<file path="src/rtl/writeback_stage.sv">
// WB stage of the 5-stage RISC-V pipeline: MEM/WB register, result select,
// load extension/alignment, register-file write port and retired-instruction counter.
module writeback_stage #(
  parameter int CNT_WIDTH = 32
) (
  input  logic                 clock,
  input  logic                 reset,
  input  logic                 mem_valid,
  output logic                 mem_ready,
  input  logic                 wb_stall,
  input  logic                 flush,
  input  logic                 mem_reg_write,
  input  logic [4:0]           mem_rd,
  input  logic [1:0]           mem_wb_sel,
  input  logic [31:0]          mem_alu_result,
  input  logic [31:0]          mem_load_data,
  input  logic [2:0]           mem_load_funct3,
  input  logic [1:0]           mem_addr_lo,
  input  logic [31:0]          mem_pc_plus4,
  input  logic [31:0]          mem_imm,
  output logic                 write,
  output logic [4:0]           write_address,
  output logic [31:0]          write_data,
  output logic [CNT_WIDTH-1:0] retire_count
);

  localparam logic [1:0] SEL_ALU  = 2'b00;
  localparam logic [1:0] SEL_LOAD = 2'b01;
  localparam logic [1:0] SEL_PC4  = 2'b10;

  logic        vld_p0;
  logic        reg_write_p0;
  logic [4:0]  rd_p0;
  logic [1:0]  sel_p0;
  logic [31:0] alu_p0;
  logic [31:0] load_p0;
  logic [2:0]  funct3_p0;
  logic [1:0]  addr_lo_p0;
  logic [31:0] pc4_p0;
  logic [31:0] imm_p0;
  logic [31:0] result;
  logic        retire;

  // Picks the addressed byte/halfword out of the aligned word and extends it.
  function automatic logic [31:0] extend_load(input logic [31:0] word,
                                              input logic [2:0]  f3,
                                              input logic [1:0]  lo);
    logic [31:0]        shifted;
    logic signed [7:0]  byte_s;
    logic signed [15:0] half_s;
    logic [31:0]        res;
    shifted = word >> {lo, 3'b000};
    byte_s  = shifted[7:0];
    half_s  = lo[1] ? word[31:16] : word[15:0];
    case (f3)
      3'b000:  res = 32'(byte_s);
      3'b100:  res = {24'd0, byte_s};
      3'b001:  res = 32'(half_s);
      3'b101:  res = {16'd0, half_s};
      default: res = word;
    endcase
    return res;
  endfunction

  // MEM -> WB register capture: stall holds everything, flush only drops valid
  always_ff @(posedge clock or negedge reset) begin
    if (!reset) begin
      vld_p0       <= 1'b0;
      reg_write_p0 <= 1'b0;
      rd_p0        <= 5'd0;
      sel_p0       <= 2'b00;
      alu_p0       <= 32'd0;
      load_p0      <= 32'd0;
      funct3_p0    <= 3'd0;
      addr_lo_p0   <= 2'd0;
      pc4_p0       <= 32'd0;
      imm_p0       <= 32'd0;
    end else if (!wb_stall) begin
      vld_p0       <= mem_valid & ~flush;
      reg_write_p0 <= mem_reg_write;
      rd_p0        <= mem_rd;
      sel_p0       <= mem_wb_sel;
      alu_p0       <= mem_alu_result;
      load_p0      <= mem_load_data;
      funct3_p0    <= mem_load_funct3;
      addr_lo_p0   <= mem_addr_lo;
      pc4_p0       <= mem_pc_plus4;
      imm_p0       <= mem_imm;
    end
  end

  assign retire = vld_p0 & ~wb_stall;

  always_ff @(posedge clock or negedge reset) begin
    if (!reset) begin
      retire_count <= '0;
    end else if (retire) begin
      retire_count <= retire_count + CNT_WIDTH'(1);
    end
  end

  // WB stage output: result select and register-file write port
  always_comb begin
    case (sel_p0)
      SEL_ALU:  result = alu_p0;
      SEL_LOAD: result = extend_load(load_p0, funct3_p0, addr_lo_p0);
      SEL_PC4:  result = pc4_p0;
      default:  result = imm_p0;
    endcase
  end

  assign mem_ready     = ~wb_stall;
  assign write         = retire & reg_write_p0 & (rd_p0 != 5'd0);
  assign write_address = vld_p0 ? rd_p0 : 5'd0;
  assign write_data    = vld_p0 ? result : 32'd0;

endmodule

</file>
<file path="config.mk">
export PLATFORM = sky130hd
export DESIGN_NAME = writeback_stage
export DESIGN_NICKNAME = d
export VERILOG_FILES = /design/src/rtl/writeback_stage.sv
export SDC_FILE = /design/constraint.sdc
export NUM_CORES = 1
export LEC_CHECK = 0
export BUFFER_PORTS_ARGS = -buffer_cell sky130_fd_sc_hd__buf_2
export CAP_MARGIN = 20
export CORE_UTILIZATION = 45
export CTS_CLUSTER_SIZE = 28
export DETAILED_ROUTE_END_ITERATION = 10
export GPL_ROUTABILITY_DRIVEN = 0
export MAX_ROUTING_LAYER = met4
export PLACE_DENSITY = 0.69
export SLEW_MARGIN = 20
export SYNTH_ARGS = -nofsm -noshare
export SYNTH_HDL_FRONTEND = slang
export SYNTH_SLANG_ARGS = --single-unit
</file>
<file path="constraint.sdc">
create_clock -name clock -period 5 [get_ports clock]
set_input_delay 0.25 -clock clock [delete_from_list [all_inputs] [get_ports clock]]
set_output_delay 0.25 -clock clock [all_outputs]
set_load 0.02 [all_outputs]
</file>
# Word-level counts from Yosys, hierarchy flattened
# Cells that the tools add are included.
# totals
reg_bits	174
inputBits	146
out_inout_bits	71
# op_classes
add_sub_neg	1
eq_ne	5
shifts	1
mux	5
n_bitwise	6
n_reduce_logical	3
# op_table
operator	n
32-bit one-hot mux with 4 select lines	1
32-bit one-hot mux with 3 select lines	1
32-bit by 1-bit adder with 32-bit output (second input constant)	1
32-bit 2-to-1 mux	1
32-bit by 5-bit right shift with 8-bit output	1
16-bit 2-to-1 mux	1
3-bit equality test (second input constant)	2
5-bit 2-to-1 mux	1
5-bit nonzero test	1
1-bit AND	4
3-bit by 1-bit equality test with 1-bit output (second input constant)	1
3-bit logical NOT	1
2-bit by 1-bit equality test with 1-bit output (second input constant)	1
2-bit equality test (second input constant)	1
2-bit logical NOT	1
1-bit inverter	2

# Longest topological paths before layout
# Gate-level depths: netlist of the first run.
# logic_depth
ltp_word	4
mapped_depth	7
mapped_depth_nobuf	5

# Worst setup path before layout of the first run
# No wires, ideal clock.
# synth_timing
kind	register -> output
start	register addr_lo_p0[1]
end	output port write_data[21]
arrival_time_ps	1630
path_slack_ps	3120
path_stages_with_launch	7
n_path_buf	2
path_cell_list	dfrtp_1 buf_2 or2_2 o22ai_4 buf_2 o21ai_0 a31oi_1
# synth_between
elab_chain_len	4
# synth_rtl
element	line_no	rtl
start, declared	38	logic [1:0] addr_lo_p0;
start signal, assigned	86	addr_lo_p0 <= mem_addr_lo;
32-bit by 5-bit right shift with 8-bit output / 16-bit 2-to-1 mux (equally long branches)	52, 54	
32-bit one-hot mux with 4 select lines (*)	55	case (f3)
32-bit one-hot mux with 3 select lines (*)	104	case (sel_p0)
32-bit 2-to-1 mux (*)	115	assign write_data = vld_p0 ? result : 32'd0;
end, declared	23	output logic [31:0] write_data,
# Mark *: on every way between the ends. The rest lies on a longest branch, timed or not.

# Worst setup path after layout of the first run
# layout_timing
start	register sel_p0[1]
end	output port write_data[15]
# layout_between
elab_chain_len	3
# layout_rtl
element	line_no	rtl
start, declared	34	logic [1:0] sel_p0;
start signal, assigned	82	sel_p0 <= mem_wb_sel;
2-bit equality test (tied with other cells)	104	
32-bit one-hot mux with 3 select lines (*)	104	
32-bit 2-to-1 mux (*)	115	
# Marks and branches as above.

==> qor.csv, run 1 <==
stage;metric;value;unit
route;drt-pass1-iter-count;7;
timing;setup_viol;0;
timing;fin_crit;3.176;ns
layout;layout_common_cells;buf_2 (214), dfrtp_1 (172), mux2_2 (150);
clock_tree;cts_sinks;174;
floorplanning;rows;50;
place;dpl.hpwl;15.40;mm
synthesis;syn_avg_cell_area;11.54;um2
route;vias;6534;
clock_tree;cts_htree_levels;4;
layout;final_common_cell;buf_2;
timing;holdWs;0.02738;ns
synthesis;netlist_top_cells_area;dfrtp_1 (51%), mux2_2 (20%), o21ai_0 (3.0%), nand2_1 (2.7%), xnor2_1 (2.6%);
critical_path;arrival;2.93;ns
critical_path;ff2ff_setup_slack;3.02;ns
synthesis;yosys.area.top_type;dfrtp_1;
critical_path;cp.required;4.75;ns
critical_path;worstSetupPathType;flop to output pin;
timing;hold_violations;0;
clock_tree;post_cts_resized;0;
global_routing;grt_overflow_total;0;
clock_tree;cts-root-buf;clkbuf_16;
clock_tree;clk_pin_slew;0.07;ns
synthesis;ys_ff_latch;174;
critical_path;crit_family;simple AND/OR/NAND/NOR gates;
synthesis;async_flop_share;100.0;%
global_routing;track_usage;24.14;%
timing;rsz0062_at_grt;no;
clock_tree;cts_buffer_depth;2;
layout;fin_util;55.93;%
power_and_ir_drop;switching_share;28.21;%
place;post-place-ws;2.313;ns
route;dr.first_iter.drc_count;366;
timing;slew_viol_final;0;
synthesis;synthFlopType;dfrtp_1;
layout;fillCellCount;1632;
timing;worstMarginPinSlew;1.083;ns
global_routing;grt_pass1_wl;35.11;mm
layout;drive_gt1_share;44.64;%
floorplanning;die_w;139.9;um
run_status;outcome;complete, no violations;
critical_path;worstPathMaxFanout;53;
synthesis;syn-num-nets;889;
synthesis;yosys_warnings;0;
route;ant_nets;0;
synthesis;synth_area;8562;um2
synthesis;synth_seq_area_share;50.85;%
global_routing;grt_pass1_vias;6408;
floorplanning;core;18710;um2
synthesis;syn_inst;742;
run;drv_cap;0;
critical_path;start_kind;flop;
clock_tree;cts_setup_buffers;0;
critical_path;crit_buf_inv;1;
timing;setup_ws;1.824;ns
critical_path;critical-path-slowest-cell;nor2_2;
layout;syn_to_final_growth;22.18;%
layout;seq_area;4357;um2
synthesis;synth_top_area_share;50.85;%
power_and_ir_drop;pwr-share-seq;43.8;%
critical_path;cp_slowest_stage_delay;0.98;ns
floorplanning;die_area;19580;um2
place;port_buffers;216;
power_and_ir_drop;powerDensity;364.9;nW/um2
synthesis;synth-edff-count;0;
power_and_ir_drop;max-vdd-ir-drop;0.0002175;V
timing;fmax;0.3148;GHz
timing;clock_skew;0.003316;ns
clock_tree;cts_tree;yes;
power_and_ir_drop;leakage;4.781;nW
critical_path;cp-end-kind;output pin;
clock_tree;clk_latency;0.42;ns
route;wirelength;22.06;mm
route;wl_per_cell;18.63;um
layout;multiInputGateArea;3918;um2
global_routing;grt_max_degree;92;
floorplanning;die_h;139.9;um
timing;fin_crit_sh;63.53;%
power_and_ir_drop;p_switching;0.001077;W
route;drc;0;
timing;slew_headroom;27.69;%
floorplanning;start_util;45.77;%
global_routing;antenna_found_initial;6;
power_and_ir_drop;p_int;0.002741;W
floorplanning;ios;217;
power_and_ir_drop;p_clk_share;39.7;%
clock_tree;cts_buffers;17;
power_and_ir_drop;p_total;0.003818;W
critical_path;cp_cell_sequence;nor2_2 -> a22o_1 -> o21ai_0 -> a21oi_1 -> buf_2;
route;vias_per_cell;5.519;
hold_path;holdCritPathClass;input pin to flop;
synthesis;yosysUniqueCellTypes;46;
timing;fin_tns_setup;0;ns
power_and_ir_drop;p_comb_share;16.5;%
layout;final_nets;1077;
-- flip-flops by register name (all words and copies together), names as in the netlist --
signal and cells:
retire_count 32, sel_p0 2, pc4_p0 32, reg_write_p0 1
load_p0 32, alu_p0 32, imm_p0 32, rd_p0 5
addr_lo_p0 2, funct3_p0 3, vld_p0 1
-- area by class of cell --
| class | count | share of cell area (%) |
|---|---|---|
| diodes | 7 | 0.1674 |
| multi-input cells | 501 | 37.45 |
| well taps | 234 | 2.799 |
| clock buffers | 17 | 4.066 |
| inverters | 11 | 0.3947 |
| clock inverters | 15 | 2.356 |
| flip-flops and latches | 174 | 41.65 |
| repair buffers | 225 | 11.12 |
-- cell usage after synthesis, types with 2 or more instances --
cell type	count
a21oi_1	40
a31oi_1	23
and2_1	6
and3_1	5
buf_1	10
buf_2	20
buf_4	2
clkbuf_1	22
dfrtp_1	174
inv_1	10
mux2_2	150
mux2i_1	19
nand2_1	61
nand2b_1	10
nand3_1	11
nand4_1	13
nor2_1	5
nor2b_1	3
nor3_1	3
nor4_4	2
o211ai_1	14
o21a_1	8
o21ai_0	51
o221ai_1	8
o22a_1	14
o22ai_1	7
or2_2	3
xnor2_1	25
xor2_1	6
-- layer usage --
metal	part of all wire (%)	up-vias	global-route usage (%)
li1	-	3075	-
met3	6.0	23	5.128
met5	0	-	-
met2	47	235	36.00
met1	45	3201	32.87
met4	1.5	0	7.808
-- per-stage QoR --
stage,cells,area [um2]
6_report,1184,10460
3_5_place_dp,1144,9762
2_1_floorplan,742,8562
5_1_grt,1183,10460
4_1_cts,1177,10440
3_3_place_gp,1144,9762
-- cells by family (layout without fill, tap and decap cells) --
family	count (synthesis)	count (layout)	share of synthesized area [%]
adders and majority gates	1	1	0.1461
DFF	174	174	50.85
buffers and inverters	67	268	3.420
AOI/OAI and AO/OA	170	170	12.30
muxes	169	169	21.95
other	0	7	0
and+or+nand+nor	130	130	8.154
xor gates and xnor gates	31	31	3.171
-- timing repair --
action	in CTS	in global routing
hold buffers	1	0
endpoints found under the hold margin	89	0
setup endpoints to repair	0	0
-- final timing paths --
check / start / to / cells after the start
hold / removal: flush / vld_p0 / 2
max in group asynchronous: reset / imm_p0[6] / 3
hold reg to reg: retire_count[31] / retire_count[31] / 1
min in group asynchronous: reset / retire_count[28] / 2
setup reg to reg: retire_count[0] / retire_count[30] / 5
setup / recovery: sel_p0[1] / write_data[15] / 5
-- power by group through the flow --
stage / clock network (W) / registers (W) / logic (W)
6_report: 0.00152 / 0.00167 / 0.000630
5_1_grt: 0.00161 / 0.00169 / 0.000694
4_1_cts: 0.00155 / 0.00167 / 0.000636
3_5_place_dp: 0 / 0.00169 / 0.000632
3_3_place_gp: 0 / 0.00169 / 0.000623
2_1_floorplan: 0 / 0.00166 / 0.000424
Note: power is estimated with default switching activity, not from simulation.
==> run 2, diff against run 1 <==
PLACE_DENSITY = 0.72   (was 0.69)
clock period = 2.8 ns   (was 5 ns; I/O delays follow)
==> run 2 against run 1 <==
Register-to-register slack lost 2.3 ns. Count of clock-buffer cells in the layout rose by 3. Critical path depth did not move. Sequential cell count unchanged. Final cell count is 12% higher. Sequential share of layout area is 5.0 points lower. Largest cell class unchanged.
==> qor.csv, run 2 (synthesis gave the netlist of run 1 again) <==
stage;metric;value;unit;change
hold_path;hp-start;wb_stall;;
timing;setup_viol;0;;unchanged
place;numPlacedInstances;1155;;+0.96%
floorplanning;core;18710;um2;unchanged
floorplanning;die_area;19580;um2;unchanged
global_routing;antenna_found_initial;0;;-6
timing;slew_viol_final;0;;unchanged
clock_tree;cts_sinks;174;;unchanged
critical_path;worst-r2r-cell-count;5;;unchanged
floorplanning;start_util;45.77;%;unchanged
route;wirelength;25.56;mm;+16%
run;drv_cap;0;;unchanged
timing;clock_skew;0.01208;ns;+0.008768 ns
global_routing;track_usage;27.30;%;+3.2 points
critical_path;r2r_start;retire_count[0];;
critical_path;arrival;2.50;ns;-0.43 ns
timing;slew_headroom;33.96;%;+6.3 points
critical_path;r2r-end;retire_count[22];;
floorplanning;die_w;139.9;um;unchanged
clock_tree;clk_pin_slew;0.07;ns;about the same
layout;final_common_cell;buf_2;;
layout;fin_util;63.63;%;+7.7 points
timing;fin_tns_setup;0;ns;unchanged
critical_path;cp_cell_sequence;or2_2 -> o22ai_4 -> nand2b_1 -> a31oi_1 -> buf_2;;
layout;drive_gt1_share;39.42;%;-5.2 points
run_status;outcome;complete, no violations;;
layout;n_antenna_cell;0;;-7
timing;hold_violations;0;;unchanged
critical_path;critical-path-slowest-cell;dfrtp_1;;
layout;layout_common_cells;buf_2 (214), dfrtp_1 (172), mux2_2 (150);;
route;vias;7405;;+13%
clock_tree;cts_htree_levels;4;;unchanged
global_routing;met2_usage;43.92;%;+7.9 points
critical_path;cp-end-kind;output pin;;
clock_tree;clk_latency;0.43;ns;about the same
timing;worstMarginPinSlew;0.9907;ns;-0.09280 ns
global_routing;busiest_layer;met2;;
global_routing;grt_pass1_wl;40.46;mm;+15%
route;wl_per_cell;19.22;um;+3.2%
critical_path;start_kind;flop;;
route;dr.first_iter.drc_count;435;;+19%
clock_tree;cts-root-buf;clkbuf_16;;
critical_path;crit_end;write_data[13];;
route;drc;0;;unchanged
critical_path;cp_slowest_stage_delay;0.45;ns;-0.53 ns
timing;rsz0062_at_grt;no;;
floorplanning;ios;217;;unchanged
timing;setup_ws;0.1561;ns;-1.668 ns
timing;fin_crit_sh;94.42;%;
floorplanning;rows;50;;unchanged
layout;final_nets;1231;;+14%
power_and_ir_drop;powerDensity;567.4;nW/um2;+55%
global_routing;use_met1;34.84;%;+2.0 points
global_routing;grt_pass1_vias;7715;;+20%
critical_path;worstSetupPathType;flop to output pin;;
timing;holdWs;0.04524;ns;+0.01786 ns
critical_path;ff2ff_setup_slack;0.75;ns;-2.27 ns
route;drt-pass1-iter-count;5;;-2
layout;final_cells;1330;;+12%
route;vias_per_cell;5.568;;+0.89%
timing;fin_crit;2.644;ns;
floorplanning;die_h;139.9;um;unchanged
critical_path;cp.required;2.66;ns;-2.09 ns
clock_tree;cts_buffer_depth;2;;unchanged
clock_tree;cts_tree;yes;;
critical_path;cp-startpoint;addr_lo_p0[1];;
hold_path;hold_depth;2;;unchanged
timing;fmax;0.3782;GHz;
power_and_ir_drop;max-vdd-ir-drop;0.0003869;V;+78%
clock_tree;cts_buffers;17;;unchanged
place;dpl.hpwl;16.09;mm;+4.5%
clock_tree;post_cts_resized;0;;unchanged
power_and_ir_drop;leakage;5.390;nW;+13%
critical_path;worstPathMaxFanout;18;;-66%
layout;syn_to_final_growth;39.00;%;
global_routing;grt_max_degree;77;;-16%
place;port_buffers;216;;unchanged
hold_path;holdCritPathClass;input pin to flop;;
global_routing;grt_overflow_total;0;;unchanged
global_routing;grtUsageMet3;4.513;%;-0.62 points
place;post-place-ws;0.5249;ns;-1.788 ns
route;ant_nets;0;;unchanged
[run 2: how the worst min path moves through the flow]
stage,endpoint,slack [ns]
final,imm_p0[3],0.05
after floorplan,addr_lo_p0[0],-0.16
after global routing,imm_p0[5],0.05
after CTS,imm_p0[5],0.03
after detailed placement,imm_p0[25],0.18
after global placement,pc4_p0[22],0.18
[run 2: report_power, final]
group,internal (W),switching [W],leakage [nW]
combinational,0.000672,0.000683,3.01
clock,0.00139,0.00103,0.277
sequential,0.00275,0.000231,2.10
total,0.00481,0.00194,5.39
[run 2: layer usage]
layer,wire [um],part of all wire [%]
met1,10990,43
met5,0,0
met4,648,2.5
met2,12540,49
met3,1381,5.4
[run 2: layout make-up]
type                            count  area (um2)
Clock inverter                     11       132.6
Fill cell                        1404        6804
Clock buffer                       20       466.7
Multi-Input combinational cell    501        3921
Sequential cell                   174        4357
Timing Repair Buffer              379        2690
Inverter                           11       41.29
Tap cell                          234       292.8
[run 2: critical path: cells and delay by family (launching register included)]
family | cells | cell delay, ns
compound gates | 2 | 0.74
simple gates | 2 | 0.69
flops | 1 | 0.45
buf+inv | 1 | 0.21
[run 2: repair_timing]
| action | in CTS | in global routing |
|---|---|---|
| hold buffers | 144 | 0 |
| hold endpoints to repair | 204 | 0 |
| buffers inserted | 0 | 0 |
[run 2: through the flow]
| step | area [um2] | power (W) |
|---|---|---|
| detailed placement | 9857 | 0.004186 |
| global route | 11900 | 0.007027 |
| floorplan | 8562 | 0.003721 |
| finish | 11900 | 0.006753 |
| CTS | 11900 | 0.006780 |
| global placement | 9857 | 0.004164 |
==> run 3, diff against run 2 <==
CORE_UTILIZATION = 40   (was 45)
PLACE_DENSITY = 0.65   (was 0.72)
==> run 3 against run 2 <==
Maximum frequency up 2.5%. Die area up 12%. Core utilization down 6.8 points. Via count down 2.2%. Register-to-register slack better by 0.06 ns. Sequential share of layout area down 0.15 points. Count of clock-buffer cells in the layout down 1. Power down 0.78%. First-iteration DRC count down 0.46%. Combinational power about the same. Clock skew down 0.0034 ns. Critical path type unchanged.
==> qor.csv, run 3 (synthesis gave the netlist of run 1 again) <==
stage;metric;value;unit;change
power_and_ir_drop;leakage;5.399;nW;+0.18%
clock_tree;cts_htree_levels;4;;unchanged
place;dpl_cell_area;9917;um2;+0.61%
layout;fillCellCount;1822;;+30%
critical_path;cp.required;2.66;ns;about the same
route;met1_length;11.05;mm;+0.52%
power_and_ir_drop;pwr-share-seq;44.2;%;about the same
clock_tree;cts-root-buf;clkbuf_16;;
hold_path;hold_depth;2;;unchanged
clock_tree;cts_buffer_depth;2;;unchanged
timing;hold_violations;0;;unchanged
critical_path;ff2ff_setup_slack;0.81;ns;+0.06 ns
timing;fin_crit_sh;92.11;%;-2.3 points
global_routing;antenna_found_initial;1;;+1
layout;layout_common_cells;buf_2 (214), dfrtp_1 (172), mux2_2 (150);;
critical_path;r2r-end;retire_count[14];;
clock_tree;cts_tree;yes;;
layout;final_nets;1231;;unchanged
timing;slew_viol_final;0;;unchanged
route;vias_per_cell;5.272;;-5.3%
floorplanning;core;21020;um2;+12%
route;vias;7239;;-2.2%
power_and_ir_drop;powerDensity;560.7;nW/um2;-1.2%
critical_path;cp-end-kind;output pin;;
route;met3WireLength;1.271;mm;-8.0%
layout;fin_area;11950;um2;+0.41%
route;wirelength;25.02;mm;-2.1%
place;dpl.hpwl;16.64;mm;+3.4%
timing;fmax;0.3877;GHz;+2.5%
clock_tree;cts_sinks;174;;unchanged
route;ant_nets;0;;unchanged
global_routing;track_usage;24.21;%;-3.1 points
route;highest_layer;met4;;
route;drc;0;;unchanged
global_routing;grt_pass1_vias;7520;;-2.5%
floorplanning;die_area;21990;um2;+12%
power_and_ir_drop;p_switching;0.001984;W;+2.2%
clock_tree;cts_buffers;17;;unchanged
global_routing;grt_max_degree;77;;unchanged
run_status;outcome;complete, no violations;;
layout;seq_area;4357;um2;unchanged
critical_path;worst-r2r-cell-count;5;;unchanged
timing;rsz0062_at_grt;no;;
timing;fin_crit;2.579;ns;-0.06474 ns
hold_path;holdCritPathClass;input pin to flop;;
route;dr.first_iter.drc_count;433;;-0.46%
power_and_ir_drop;switching_share;29.61;%;+0.85 points
route;dr_wl_met2;12.11;mm;-3.4%
run;drv_cap;0;;unchanged
timing;fin_tns_setup;0;ns;unchanged
floorplanning;ios;217;;unchanged
floorplanning;start_util;40.73;%;-5.0 points
hold_path;holdPathEnd;reg_write_p0;;
timing;slew_headroom;45.83;%;+12 points
clock_tree;clk_pin_slew;0.07;ns;about the same
critical_path;worstSetupPathType;flop to output pin;;
power_and_ir_drop;p_clk_share;35.5;%;-0.3 points
layout;final_common_cell;buf_2;;
power_and_ir_drop;p_comb_share;20.3;%;+0.2 points
power_and_ir_drop;p_int;0.004717;W;-2.0%
power_and_ir_drop;max-vdd-ir-drop;0.0003594;V;-7.1%
global_routing;grt_pass1_wl;39.89;mm;-1.4%
route;wl_per_cell;18.22;um;-5.2%
route;drt-pass1-iter-count;5;;unchanged
place;port_buffers;216;;unchanged
floorplanning;rows;53;;+6.0%
critical_path;start_kind;flop;;
timing;clock_skew;0.008701;ns;-0.003384 ns
hold_path;hp-start;wb_stall;;
timing;worstMarginPinSlew;0.8126;ns;-0.1780 ns
layout;multiInputGateArea;3921;um2;unchanged
clock_tree;clk_latency;0.43;ns;about the same
critical_path;r2r_start;retire_count[0];;
global_routing;grt_overflow_total;0;;unchanged
layout;syn_to_final_growth;39.57;%;
critical_path;worstPathMaxFanout;18;;unchanged
critical_path;arrival;2.44;ns;-0.06 ns
floorplanning;die_w;148.3;um;+6.0%
floorplanning;die_h;148.3;um;+6.0%
layout;drive_gt1_share;39.47;%;+0.055 points
timing;setup_viol;0;;unchanged
## run 3: cell types whose count changed in the layout (fill, tap and decap cells not counted)
cell        previous run  this run
inv_6                  2         6
clkinvlp_4             5         2
buf_12                 1         2
buf_4                 18        17
bufinv_16              2         1
clkbuf_8               3         2
clkinv_2               0         1
clkinv_4               2         3
diode_2                0         1
## run 3: worst max path at each step
stage	startpoint	endpoint	slack [ns]	cells after the start
5_1_grt	funct3_p0[1]	write_data[15]	0.13	5
4_1_cts	funct3_p0[0]	write_data[15]	0.12	5
6_report	funct3_p0[1]	write_data[15]	0.22	5
2_1_floorplan	addr_lo_p0[1]	write_data[21]	1.03	6
3_5_place_dp	funct3_p0[0]	write_data[15]	0.59	5
3_3_place_gp	addr_lo_p0[1]	write_data[15]	0.48	5
## run 3: timing repair
item | CTS | global route
hold buffers | 144 | 0
endpoints found under the setup margin | 0 | 2
buffers inserted | 0 | 1
gates resized for setup | 0 | 0
endpoints found under the hold margin | 216 | 0
## run 3: layout make-up
cell class / count / share of cell area [%]
Timing Repair Buffer: 379 / 22.62
Clock inverter: 13 / 1.078
Clock buffer: 19 / 3.790
Inverter: 11 / 0.3455
Multi-Input combinational cell: 501 / 32.81
Tap cell: 275 / 2.879
Sequential cell: 174 / 36.46
Antenna cell: 1 / 0.02094
## run 3: critical path, cell delays in order, from the launching register on
cell and delay (ns):
dfrtp_1 0.40, buf_4 0.20, or2_2 0.44, nand2b_1 0.37, a21oi_1 0.36, buf_2 0.23
## run 3: per-stage QoR
stage / hold slack, ns / cells / power [W] / setup WS (ns) / utilization (%)
3_5_place_dp: 0.2255 / 1195 / 0.004198 / 0.5888 / 47.18
3_3_place_gp: 0.2325 / 1195 / 0.004176 / 0.4819 / 47.16
2_1_floorplan: -0.1556 / 742 / 0.003721 / 1.030 / -
5_1_grt: 0.2515 / 1373 / 0.007004 / 0.1312 / 56.85
6_report: 0.2446 / 1373 / 0.006701 / 0.2209 / 56.85
4_1_cts: 0.2382 / 1371 / 0.006739 / 0.1177 / 56.80
## run 3: power by group through the flow
stage,registers (W),clock network [W],logic [W]
after floorplan,0.00296,0,0.000758
after global placement,0.00300,0,0.00118
after detailed placement,0.00301,0,0.00119
after CTS,0.00296,0.00242,0.00136
after global routing,0.00300,0.00252,0.00148
final,0.00296,0.00238,0.00136
## run 3: per-layer routing
metal,vias to the layer above,global-route usage (%)
met5,-,-
met4,0,8.608
met3,45,3.558
met2,262,38.31
li1,3360,-
met1,3572,31.67
